`src/rtl/crossover_signal_fsm.sv`:
```
// rtl/crossover_signal_fsm.sv - SMA/EMA crossover filter committing HOLD/BUY/SELL with hysteresis and confirmation.
// Optional realized P&L tracking is compiled in with `define TRADE_PNL_EN.
module crossover_signal_fsm #(
  parameter int CONFIRM_N = 2,
  parameter int HYST      = 1
) (
  input  logic       clk,
  input  logic       rst_n,
  input  logic       sample_valid,
  input  logic [7:0] sma,
  input  logic [7:0] ema,
  input  logic [3:0] price,
  output logic [1:0] signal,
  output logic [3:0] signal_code,
  output logic       trade_pulse,
  output logic [7:0] trade_count,
  output logic [9:0] pnl
);

  typedef enum logic [1:0] {
    SIG_HOLD = 2'b00,
    SIG_BUY  = 2'b01,
    SIG_SELL = 2'b10
  } sig_e;

  localparam logic [3:0]        CONF_MAX = 4'(CONFIRM_N);
  localparam logic signed [8:0] HYST_POS = 9'(HYST);
  localparam logic signed [8:0] HYST_NEG = 9'(-HYST);

  logic signed [8:0] diff;
  sig_e              cls;

  sig_e       cand_q, cand_d;
  sig_e       signal_q, signal_d;
  logic [3:0] conf_cnt_q, conf_cnt_d;
  logic       trade_pulse_q, trade_pulse_d;
  logic [7:0] trade_count_q, trade_count_d;
  logic       commit;

  assign diff = $signed({1'b0, sma}) - $signed({1'b0, ema});

  always_comb begin
    cls = SIG_HOLD;
    if (diff > HYST_POS) begin
      cls = SIG_BUY;
    end else if (diff < HYST_NEG) begin
      cls = SIG_SELL;
    end
  end

  // Commit is judged on the already-updated candidate and count, so it lands in the same cycle.
  always_comb begin
    cand_d        = cand_q;
    conf_cnt_d    = conf_cnt_q;
    signal_d      = signal_q;
    trade_pulse_d = 1'b0;
    trade_count_d = trade_count_q;
    commit        = 1'b0;
    if (sample_valid) begin
      if (cls == cand_q) begin
        if (conf_cnt_q < CONF_MAX) begin
          conf_cnt_d = conf_cnt_q + 4'd1;
        end
      end else begin
        cand_d     = cls;
        conf_cnt_d = 4'd1;
      end
      if ((conf_cnt_d == CONF_MAX) && (cand_d != signal_q)) begin
        commit   = 1'b1;
        signal_d = cand_d;
        if (cand_d != SIG_HOLD) begin
          trade_pulse_d = 1'b1;
          if (trade_count_q != 8'hFF) begin
            trade_count_d = trade_count_q + 8'd1;
          end
        end
      end
    end
  end

  always_ff @(posedge clk) begin
    if (!rst_n) begin
      cand_q        <= SIG_HOLD;
      signal_q      <= SIG_HOLD;
      conf_cnt_q    <= 4'd0;
      trade_pulse_q <= 1'b0;
      trade_count_q <= 8'd0;
    end else begin
      cand_q        <= cand_d;
      signal_q      <= signal_d;
      conf_cnt_q    <= conf_cnt_d;
      trade_pulse_q <= trade_pulse_d;
      trade_count_q <= trade_count_d;
    end
  end

`ifdef TRADE_PNL_EN
  localparam logic signed [10:0] PNL_MAX = 11'sd511;
  localparam logic signed [10:0] PNL_MIN = -11'sd512;

  logic [3:0]         entry_price_q, entry_price_d;
  logic signed [9:0]  pnl_q, pnl_d;
  logic signed [4:0]  delta;
  logic signed [10:0] pnl_sum;

  // A direct BUY<->SELL flip closes against the old entry and re-opens at the current price.
  always_comb begin
    entry_price_d = entry_price_q;
    delta         = 5'sd0;
    if (commit) begin
      if (signal_q == SIG_BUY) begin
        delta = $signed({1'b0, price}) - $signed({1'b0, entry_price_q});
      end else if (signal_q == SIG_SELL) begin
        delta = $signed({1'b0, entry_price_q}) - $signed({1'b0, price});
      end
      if (signal_d != SIG_HOLD) begin
        entry_price_d = price;
      end
    end
    pnl_sum = $signed({pnl_q[9], pnl_q}) + $signed({{6{delta[4]}}, delta});
    if (pnl_sum > PNL_MAX) begin
      pnl_d = 10'sh1FF;
    end else if (pnl_sum < PNL_MIN) begin
      pnl_d = 10'sh200;
    end else begin
      pnl_d = pnl_sum[9:0];
    end
  end

  always_ff @(posedge clk) begin
    if (!rst_n) begin
      entry_price_q <= 4'd0;
      pnl_q         <= 10'sd0;
    end else begin
      entry_price_q <= entry_price_d;
      pnl_q         <= pnl_d;
    end
  end

  assign pnl = pnl_q;
`else
  logic unused_pnl_inputs;
  assign unused_pnl_inputs = ^{commit, price};
  assign pnl               = 10'd0;
`endif

  always_comb begin
    signal_code = 4'd1;
    case (signal_q)
      SIG_BUY:  signal_code = 4'd2;
      SIG_SELL: signal_code = 4'd3;
      default:  signal_code = 4'd1;
    endcase
  end

  assign signal      = signal_q;
  assign trade_pulse = trade_pulse_q;
  assign trade_count = trade_count_q;

endmodule

```
`config.mk`:
```
export PLATFORM = sky130hd
export DESIGN_NAME = crossover_signal_fsm
export DESIGN_NICKNAME = d
export VERILOG_FILES = /design/src/rtl/crossover_signal_fsm.sv
export SDC_FILE = /design/constraint.sdc
export NUM_CORES = 1
export LEC_CHECK = 0
export ABC_AREA = 1
export ABC_CLOCK_PERIOD_IN_PS = 3200
export BUFFER_PORTS_ARGS = -buffer_cell sky130_fd_sc_hd__buf_2
export CORE_UTILIZATION = 45
export DETAILED_ROUTE_END_ITERATION = 8
export HOLD_SLACK_MARGIN = 0.15
export PLACE_DENSITY = 0.78
export SLEW_MARGIN = 20
export SYNTH_ARGS = -nofsm -noshare
export SYNTH_HDL_FRONTEND = slang
export SYNTH_SLANG_ARGS = --single-unit
```
`constraint.sdc`:
```
create_clock -name clk -period 3.2 [get_ports clk]
set_input_delay 0.64 -clock clk [delete_from_list [all_inputs] [get_ports clk]]
set_output_delay 0.64 -clock clk [all_outputs]
set_load 0.03 [all_outputs]
```
==> impl.org <==
** Setup path
- The worst setup path is of the input pin to register kind.
- Walking the worst path, the cells encountered are buf_2 -> ha_1 -> nand2_2 -> inv_1 -> a21oi_1 -> nand2_1 -> nand2_1 -> nand2_1 -> nor2_2 -> nand2_2 -> nand2_4 -> nand2_2 -> nand2_4 -> nand3_4 -> nor2_8 -> nand3_4 -> nand2_1 -> nand2_1 -> nor2_2.
- Grouping stages by cell kind, the critical path spends the most delay in simple AND/OR/NAND/NOR gates.
- The startpoint identified for the worst register-to-register timing path is trade_count[0].
- The most numerous cell type found on the critical path is sky130_fd_sc_hd__nand2_1.
- In this run the worst path has a maximum fanout of 9.
- Signal arrival time at the worst endpoint :: 2.83 ns
- Delay of the slowest cell on the worst path :: 0.38 ns
- The worst setup path is launched from an input pin.
- Worst setup startpoint :: sma[5]
- The slowest stage of the critical path belongs to the cell sky130_fd_sc_hd__ha_1.
- The worst setup path is captured at a register.
- Critical path data required time :: 3.39 ns
- Together, buffers and inverters on the worst path number 2.

** Power
- Clock group share of total power :: 26.2%
- P_sw :: 224 uW
- Of the total power, combinational logic draws 37.3%.
- Internal power :: 377 uW
- Switching power share of the total :: 37.3%
- Static leakage power :: 1.06 nW
- Power per unit of standard cell area :: 315 mW/mm^2
- Sequential power share :: 36.5%
- The worst-case IR drop observed on VDD is 0.235 mV.

** Global routing
- Vias in the first global route :: 1388
- Wire length of the first global-routing pass :: 5510 microns
- Summed over all layers, the global routing overflow is 0.
- Overall track demand over capacity in global routing :: 16.5%
- Entering global routing, the biggest net connects 11 pins.
- Number of antenna violations at the first check in global routing :: 0

** Yosys
- The synthesized netlist devotes 5.67% of its cell area to compound gates.
- Summing the areas of all and, or, nand and nor instances in the mapped netlist gives 45.8% of the synthesized area.
- Yosys printed 0 warnings.
- After synthesis the cells add up to 0.00170 sq mm.
- Counting flops and latches in the post-synthesis netlist gives 17.
- Multiplexer area fraction after synthesis :: 0%
- Register area share after synthesis :: 20.0%
- Dominant combinational cell family by area after synthesis :: simple AND/OR/NAND/NOR gates
- Cells after synthesis :: 268
- Post-synthesis share of cell area spent on full adders, half adders and majority gates :: 8.84%
- Of the total synthesized cell area, the portion taken by XOR and XNOR cells is 3.61%.
- Number of different library cells in the post-synthesis netlist :: 28
- Synth Area per Inst :: 6.34 sq um

** CTS
- For this design, the sink count on the clock tree is 17.
- CTS Hold Buffers Added :: 0
- Clock tree synthesis inserted a total of 3 buffers.
- Root buffer cell :: sky130_fd_sc_hd__clkbuf_8
- Maximum clock insertion buffer count :: 2
- CTS clock-pin slew for the worst setup and hold paths :: 0.06 ns
- After clock tree synthesis, the setup repair step added 0 buffers.
- In this run the number of H-tree levels came out at 1.
- Clock tree from TritonCTS :: yes
- Once the clock tree was built, the resizer swapped 0 gates to a different size.
- The later pin in the worst-skew pair is clocked with a latency of 0.25 ns.

** Layout
- Antenna cell count :: 0
- From synthesis to final layout, the design area changed by 12.3%.
- In the layout the commonest cells are 71 x sky130_fd_sc_hd__nand2_1, 42 x sky130_fd_sc_hd__inv_1, 31 x sky130_fd_sc_hd__buf_2.
- Number of nets in the finished design :: 338
- Of the cells placed in the final design, the portion with a size suffix greater than 1 is 20.5%.
- Commonest non-fill, non-tap cell in the layout :: sky130_fd_sc_hd__nand2_1
- Area used by multi-input combinational logic :: 0.00113 sq mm
- Area of all sequential standard cells :: 340 sq um
- Total of fill cells in the finished design :: 361

** Die
- Floorplan die area :: 0.00402 sq mm
- 48 I/O pins were placed.
- After floorplanning, the core was divided into 21 placement rows.
- Initial Utilization :: 49.0%
- Die width :: 63.4 microns
- The total area inside the core boundary comes to 0.00347 sq mm.
- Die Y :: 63.4 microns

** STA
- Final Hold Fails :: 0
- Setup slack closes at 0.555 ns.
- The clock arrives with 0.000570 ns of skew.
- Timing would allow up to 378 MHz.
- Finish-stage setup viols :: 0
- The count of pins over their slew limit was 0.
- The final critical path takes up 82.7% of the cycle.
- Post-layout minimum cycle time :: 2.65 ns
- Sum of negative setup slack :: 0 ns
- Unrepaired setup endpoints after global routing :: no

** Routing
- In the final routed layout, each cell accounts on average for 8.80 microns.
- The routed layout has 1618 vias.
- Total detailed-routing wirelength :: 3060 microns
- After detailed routing, the number of vias per cell comes to 4.65.
- For this block, the initial DRC count from the detailed router was 76.
- Before antenna repair, the detailed router went through 4 iterations.
- For this run, design rule violations remaining after detail routing come to 0.
- The detail route stage leaves a number of antenna-violating nets equal to 0.

** Min path
- Worst min-delay path startpoint :: conf_cnt_q[3]
- Hold WC Path Type :: register to register

** Run
- Maximum capacitance violations :: 0

** Status
- Status :: completed

** Placement
- Routability-driven placement finished with a final weighted congestion of 0.789.
- Port buffering added 31 buffers.
- Timing analysis after detailed placement gives a worst setup slack of 0.321 ns.
- Half-perimeter wire length of the detailed placement result :: 2520 microns
[worst min-delay path, cell delays in order (launching register included)]
cell	delay [ns]
sky130_fd_sc_hd__dfxtp_1	0.31
sky130_fd_sc_hd__inv_1	0.07
sky130_fd_sc_hd__nor3_1	0.05
[layout make-up]
| class | instances | area share (%) |
|---|---|---|
| Timing Repair Buffer | 31 | 8.14 |
| Sequential cell | 17 | 17.8 |
| Inverter | 47 | 9.38 |
| Tap cell | 46 | 3.02 |
| Clock buffer | 4 | 2.36 |
| Multi-Input combinational cell | 203 | 59.3 |
[logic make-up (layout without fill, tap and decap cells)]
family | after synthesis | in the layout
compound gates | 18 | 18
flops | 17 | 17
buf+inv | 59 | 82
simple gates | 154 | 154
other cells | 1 | 12
fa+ha+maj | 12 | 12
xor+xnor | 7 | 7
[flip-flops by register name, indices dropped and copies added, names as in the netlist]
name	flops
conf_cnt_q	4
trade_count	8
trade_pulse	1
cand_q	2
signal	2
[metal layers]
metal	GRT usage, %	vias up	part of all wire, %
met2	27.7	34	45
met4	1.70	0	0.46
met1	21.6	697	50
met3	4.17	2	4.5
li1	-	885	-
met5	0	-	0
[cells in the mapped netlist, drive strengths merged]
library cell | count | area, sq um
inv | 45 | 171
nand2 | 85 | 374
buf | 12 | 90.1
nand4 | 10 | 68.8
xor2 | 5 | 43.8
dfxtp | 17 | 340
o21ai | 3 | 15.0
a21oi | 14 | 73.8
nor3 | 3 | 15.0
nand3 | 25 | 150
o211ai | 1 | 7.51
or2 | 1 | 6.26
clkinv | 2 | 7.51
conb | 1 | 3.75
or3b | 1 | 8.76
and2 | 1 | 6.26
xnor2 | 2 | 17.5
nor2 | 28 | 148
ha | 12 | 150
[through the flow]
| step | power [mW] | utilization [%] | hold WS, ns | std cells | cell area, sq um |
|---|---|---|---|---|---|
| 3_3_place_gp | 0.444 | 53.7 | 0.455 | 344 | 1860 |
| 5_1_grt | 0.647 | 55.0 | 0.511 | 348 | 1910 |
| 6_report | 0.601 | 55.0 | 0.469 | 348 | 1910 |
| 3_5_place_dp | 0.448 | 53.7 | 0.459 | 344 | 1860 |
| 4_1_cts | 0.607 | 55.0 | 0.469 | 348 | 1910 |
| 2_1_floorplan | 0.419 | - | 0.439 | 279 | 1740 |
[final timing paths]
kind | to | depth (start not counted) | slack [ns]
worst min-delay path | conf_cnt_q[3] | 2 | 0.47
worst max-delay path | trade_count[0] | 19 | 0.55
worst max register to register | trade_count[0] | 9 | 1.33
worst min register to register | conf_cnt_q[3] | 2 | 0.47
[power groups by stage]
stage	combinational, mW	sequential [mW]	clock (mW)
6_report	0.224	0.219	0.157
5_1_grt	0.255	0.220	0.172
4_1_cts	0.225	0.219	0.163
2_1_floorplan	0.195	0.224	0
3_5_place_dp	0.224	0.224	0
3_3_place_gp	0.220	0.224	0
No activity file was read; power rests on OpenSTA's default activity.
